[src/rtl/fetch_unit.sv]
// fetch_unit: fetches instruction words over a req/ack handshake while the control unit is in FETCH
module fetch_unit #(
   parameter int         ADDR_W   = 8,
   parameter int         INSTR_W  = 16,
   parameter logic [3:0] ST_FETCH = 4'd1,
   parameter logic [3:0] OP_NOP   = 4'd0
) (
   input  logic               clock,
   input  logic               reset,
   input  logic [3:0]         uc_state,
   input  logic               pc_load,
   input  logic [ADDR_W-1:0]  pc_load_val,
   output logic               mem_req,
   output logic [ADDR_W-1:0]  mem_addr,
   input  logic               mem_ack,
   input  logic [INSTR_W-1:0] mem_rdata,
   output logic [3:0]         instruction,
   output logic [3:0]         rd,
   output logic [3:0]         ra,
   output logic [3:0]         rb,
   output logic               instr_valid,
   output logic [ADDR_W-1:0]  pc
);
   typedef enum logic [1:0] {IDLE, REQ, HOLD} state_t;
   state_t state, state_n;
   logic [ADDR_W-1:0] pc_n, addr_n;
   logic [INSTR_W-1:0] ir, ir_n;
   logic req_n, valid_n, discard, discard_n, armed, armed_n, fetch;
   assign fetch = uc_state == ST_FETCH;
   assign instruction = instr_valid ? ir[INSTR_W-1 -: 4] : OP_NOP;
   assign rd = ir[11:8];
   assign ra = ir[7:4];
   assign rb = ir[3:0];
   // state register; reset drops the request at once so a late ack finds the unit idle
   always_ff @(posedge clock or negedge reset)
      if (!reset) begin
         state       <= IDLE;
         pc          <= '0;
         ir          <= '0;
         mem_req     <= 1'b0;
         mem_addr    <= '0;
         instr_valid <= 1'b0;
         discard     <= 1'b0;
         armed       <= 1'b0;
      end else begin
         state       <= state_n;
         pc          <= pc_n;
         ir          <= ir_n;
         mem_req     <= req_n;
         mem_addr    <= addr_n;
         instr_valid <= valid_n;
         discard     <= discard_n;
         armed       <= armed_n;
      end
   // next state; armed means the control unit has seen this word in FETCH, so leaving FETCH consumes it
   always_comb begin
      state_n   = state;
      pc_n      = pc_load ? pc_load_val : pc;
      ir_n      = ir;
      req_n     = mem_req;
      addr_n    = mem_addr;
      valid_n   = instr_valid;
      discard_n = discard;
      armed_n   = armed;
      case (state)
         IDLE: if (fetch) begin
            req_n   = 1'b1;
            addr_n  = pc;
            state_n = REQ;
         end
         REQ: if (mem_ack) begin
            if (pc_load) begin
               addr_n    = pc_load_val;
               discard_n = 1'b0;
            end else if (discard) begin
               addr_n    = pc;
               discard_n = 1'b0;
            end else begin
               ir_n    = mem_rdata;
               pc_n    = pc + 1'b1;
               valid_n = 1'b1;
               req_n   = 1'b0;
               armed_n = fetch;
               state_n = HOLD;
            end
         end else if (pc_load) discard_n = 1'b1;
         HOLD: if (pc_load || ir[INSTR_W-1 -: 4] == OP_NOP || (armed && !fetch)) begin
            valid_n = 1'b0;
            state_n = IDLE;
         end else armed_n = armed | fetch;
         default: state_n = IDLE;
      endcase
   end
endmodule
[config.mk]
export PLATFORM = sky130hd
export DESIGN_NAME = fetch_unit
export DESIGN_NICKNAME = d
export VERILOG_FILES = /design/src/rtl/fetch_unit.sv
export SDC_FILE = /design/constraint.sdc
export NUM_CORES = 1
export LEC_CHECK = 0
export ABC_AREA = 1
export CAP_MARGIN = 10
export CORE_ASPECT_RATIO = 0.7
export CORE_MARGIN = 2
export CORE_UTILIZATION = 49
export DETAILED_ROUTE_END_ITERATION = 8
export MAX_ROUTING_LAYER = met4
export PLACE_DENSITY_LB_ADDON = 0.05
export SYNTH_ARGS = -nofsm -noshare
export SYNTH_HDL_FRONTEND = slang
export SYNTH_SLANG_ARGS = --single-unit
[constraint.sdc]
create_clock -name clock -period 2.8 [get_ports clock]
set_input_delay 0.28 -clock clock [delete_from_list [all_inputs] [get_ports clock]]
set_output_delay 0.28 -clock clock [all_outputs]
set_load 0.05 [all_outputs]
==> metrics.md <==
| Metric | Value |
|---|---|
| Outcome | finished clean |
| Reg2reg end | pc[4] |
| Peak Freq | around 500 MHz |
| Largest family of logic cells by synthesized area | simple AND/OR/NAND/NOR gates |
| Critical Path RT | around 2.5 ns |
| Total grt overflow | 0 |
| Final HPWL DP | between 3000 and 4000 um |
| R2R Setup Slk | ~1.1 ns |
| Dpl cell area | around 0.0026 sq mm |
| Final WS setup | 0.8370 ns |
| CTS Sinks | 38 |
| Setup TNS Final | 0 ns |
| Clock share of power | 12.9% |
| Layout Cells excl Fill | between 300 and 400 |
| Crit-path slowest cell | clkdlybuf4s50_1 |
| Fraction of layout cells with a size suffix above 1 | ~5.3% |
| Fillers | 352 |
| Crit path cell chain | nand2_1, inv_1, clkdlybuf4s50_1 |
| # diodes | 0 |
| Final cycle utilization of the critical path | between 70% and 80% |
| Post-Layout Inst Area | about 0.0026 sq mm |
| Crit path kind | flop to output port |
| Commonest cells after routing, fill and taps aside | nand2_1 (124), clkdlybuf4s50_1 (64), dfrtp_1 (38) |
| Die Height | between 50 and 60 um |
| Total wire length | between 4000 and 5000 um |
| Simple-gate share of the synthesized area | a little over 30% |
| Post-Syn Instances | 263 |
| Power per cell area | around 1100 mW/mm^2 |
| Clock tree buffer depth | 2 |
| Largest fanout on the critical path | 6 |
| CP max stage delay | between 0.7 and 0.8 ns |
| Adder-cell share of the synthesized area | 0.6329% |
| CP startpoint | instr_valid |
| Dpl ws | about 1.0 ns |
| Finish-stage setup viols | 0 |
| Worst r2r src | state[1] |
| Internal | ~1.5 mW |
| Synthesized flop and latch total | 38 |
| Post-Synthesis Cell Area | just under 0.002 sq mm |
| Post-DRT Antenna Nets | 0 |
| GRT Util Overall | around a fifth |
| Synth Area in Compound Gates | approximately 6.5% |
| Worst-margin pin slew | between 0.8 and 0.9 ns |
| # DRC | 0 |
| Sw Share | about half |
| CP Launch Type | flop |
| Synthesis-to-layout area growth | 33.67% |
| Largest net degree at the start of global routing | 39 |
| Syn nets | 296 |
| Final #Nets | 350 |
| Wirelength per Cell | about 11 um |
| CP arrival | roughly 1.7 ns |
| R2R depth | 6 |
| Sequential area share after synthesis | just under 50% |
| Post-synthesis mux area share | 0% |
| Skew final | approximately 0.0082 ns |
| Die width | 79.92 um |
| Hold buffers post-CTS | 0 |
| Max-Slew Margin vs Limit | between 40% and 50% |
| Root buffer cell | clkbuf_8 |
| Average cell area after synthesis | around 7.5 sq um |
| Port bufs | 65 |
| Peak supply drop | ~0.0009 V |
| P_sw | approximately 1.5 mW |
| Synth warn | 0 |
| 1st-pass router iterations | 4 |
| Gpl congestion | 0.7616 |
| Power consumption | 2.996 mW |
| Setup crit end kind | output port |
| Violation count after the first detailed-route iteration | 77 |
| Vias in the first global route | between 1500 and 2000 |
| Clk slew on worst S/H paths | ~0.07 ns |
| Core region area | between 0.003 and 0.004 sq mm |
| Initial Utilization | between 50 and 60% |
| Most common cell after layout, fill and taps aside | nand2_1 |
| Pleak | around 1.4 nW |
| # rows | 19 |
| Global-route wire length before repair | just under 7000 um |
| Dpl cells | 362 |
| Full die area | ~0.0046 sq mm |
| Top Ports | between 60 and 70 |
| H-tree levels | 2 |
| Fin. max-slew vios | 0 |
| PostCTS Resize Cnt | 0 |
| Hold Path Class | primary input to asynchronous set/reset pin |
| TritonCTS buffer count | 5 |
| Sequential share of power | a little under a third |
| Via Count | between 1500 and 2000 |
| Initial antenna violation count | 0 |
| XOR/XNOR Fraction of Synth Area | under 10% |
| TritonCTS clock tree | done |
| Worst skew pair latency | ~0.28 ns |
| Yosys cell types | 21 |
| Post-layout minimum cycle time | 1.963 ns |
| Critical Path End | instruction[2] |
| Combinational share of power | a little under three fifths |
| Number of vias per cell | approximately 4.7 |
| Final Hold Vio Count | 0 |
| Post-CTS setup buffer count | 0 |
| RSZ-0062 raised after global routing | false |
| MaxCap Viol Count | 0 |
-- logic make-up after synthesis --
group / Yosys count
and+or+nand+nor: 148
AOI/OAI and AO/OA: 25
adders and majority gates: 1
DFF: 38
xor gates and xnor gates: 4
buffers and inverters: 47
-- flip-flops by register name (all words and copies together) (netlist names) --
register	count
armed	1
discard	1
instr_valid	1
ir	16
mem_addr	8
mem_req	1
pc	8
state	2
-- synthesized netlist by cell type --
cell type / number / share of area [%]
inv_4: 1 / 0.32
nand2_2: 2 / 0.63
buf_6: 2 / 1.1
nand3_1: 6 / 1.5
xnor2_1: 2 / 0.89
clkbuf_1: 1 / 0.19
nand2_1: 124 / 24
o21ai_0: 21 / 5.3
buf_4: 15 / 5.7
buf_2: 1 / 0.25
ha_1: 1 / 0.63
nand2_4: 1 / 0.57
nor2_4: 1 / 0.57
inv_1: 25 / 4.7
dfrtp_1: 38 / 48
nor2_8: 1 / 1.0
a21boi_0: 1 / 0.38
nor2_1: 13 / 2.5
a21oi_1: 3 / 0.76
xor2_1: 2 / 0.89
inv_2: 2 / 0.38
-- power groups by stage --
stage / registers [mW] / logic, mW / clock network, mW
2_1_floorplan: 1.21 / 0.986 / 0
3_3_place_gp: 0.930 / 1.67 / 0
3_5_place_dp: 0.930 / 1.70 / 0
4_1_cts: 0.925 / 1.70 / 0.397
5_1_grt: 0.954 / 1.82 / 0.415
6_report: 0.923 / 1.69 / 0.387
-- metrics by stage --
step / utilization (%) / hold slack (ns)
global placement: 65.44 / 0.4333
global route: 67.78 / 0.1658
CTS: 67.78 / 0.1271
detailed placement: 65.44 / 0.4315
finish: 67.78 / 0.09129
floorplan: - / -0.01559
-- final cells by class --
class	count	area [sq um]	area share [%]
clock inverters	1	5.005	0.1894
inverters	28	107.6	4.072
repair buffers	66	653.1	24.72
flip-flops and latches	38	950.9	35.98
multi-input cells	178	774.5	29.31
well taps	52	65.06	2.462
clock buffers	7	86.33	3.267
-- critical path, delay by kind of cell (launching register included) --
kind,cells,cell delay [ns]
buffers and inverters,2,0.85
DFF,1,0.46
and+or+nand+nor,1,0.08
-- worst min-delay path by stage --
stage | start | endpoint | slack [ns] | cells past startpoint
after global placement | reset | mem_addr[3] | 0.43 | 1
after detailed placement | reset | mem_addr[4] | 0.43 | 1
after CTS | reset | mem_addr[4] | 0.13 | 1
after global routing | reset | mem_addr[3] | 0.17 | 1
final | reset | mem_addr[3] | 0.09 | 1
after floorplan | reset | armed | -0.02 | 0
-- layer usage --
| metal | track usage [%] | part of all wire, % | up-vias |
|---|---|---|---|
| met1 | 26.81 | 46 | 803 |
| met3 | 4.430 | 6.0 | 5 |
| met5 | - | 0 | - |
| met4 | 5.811 | 0.86 | 0 |
| li1 | - | - | 884 |
| met2 | 31.19 | 47 | 47 |
(Power assumes the default switching activity.)
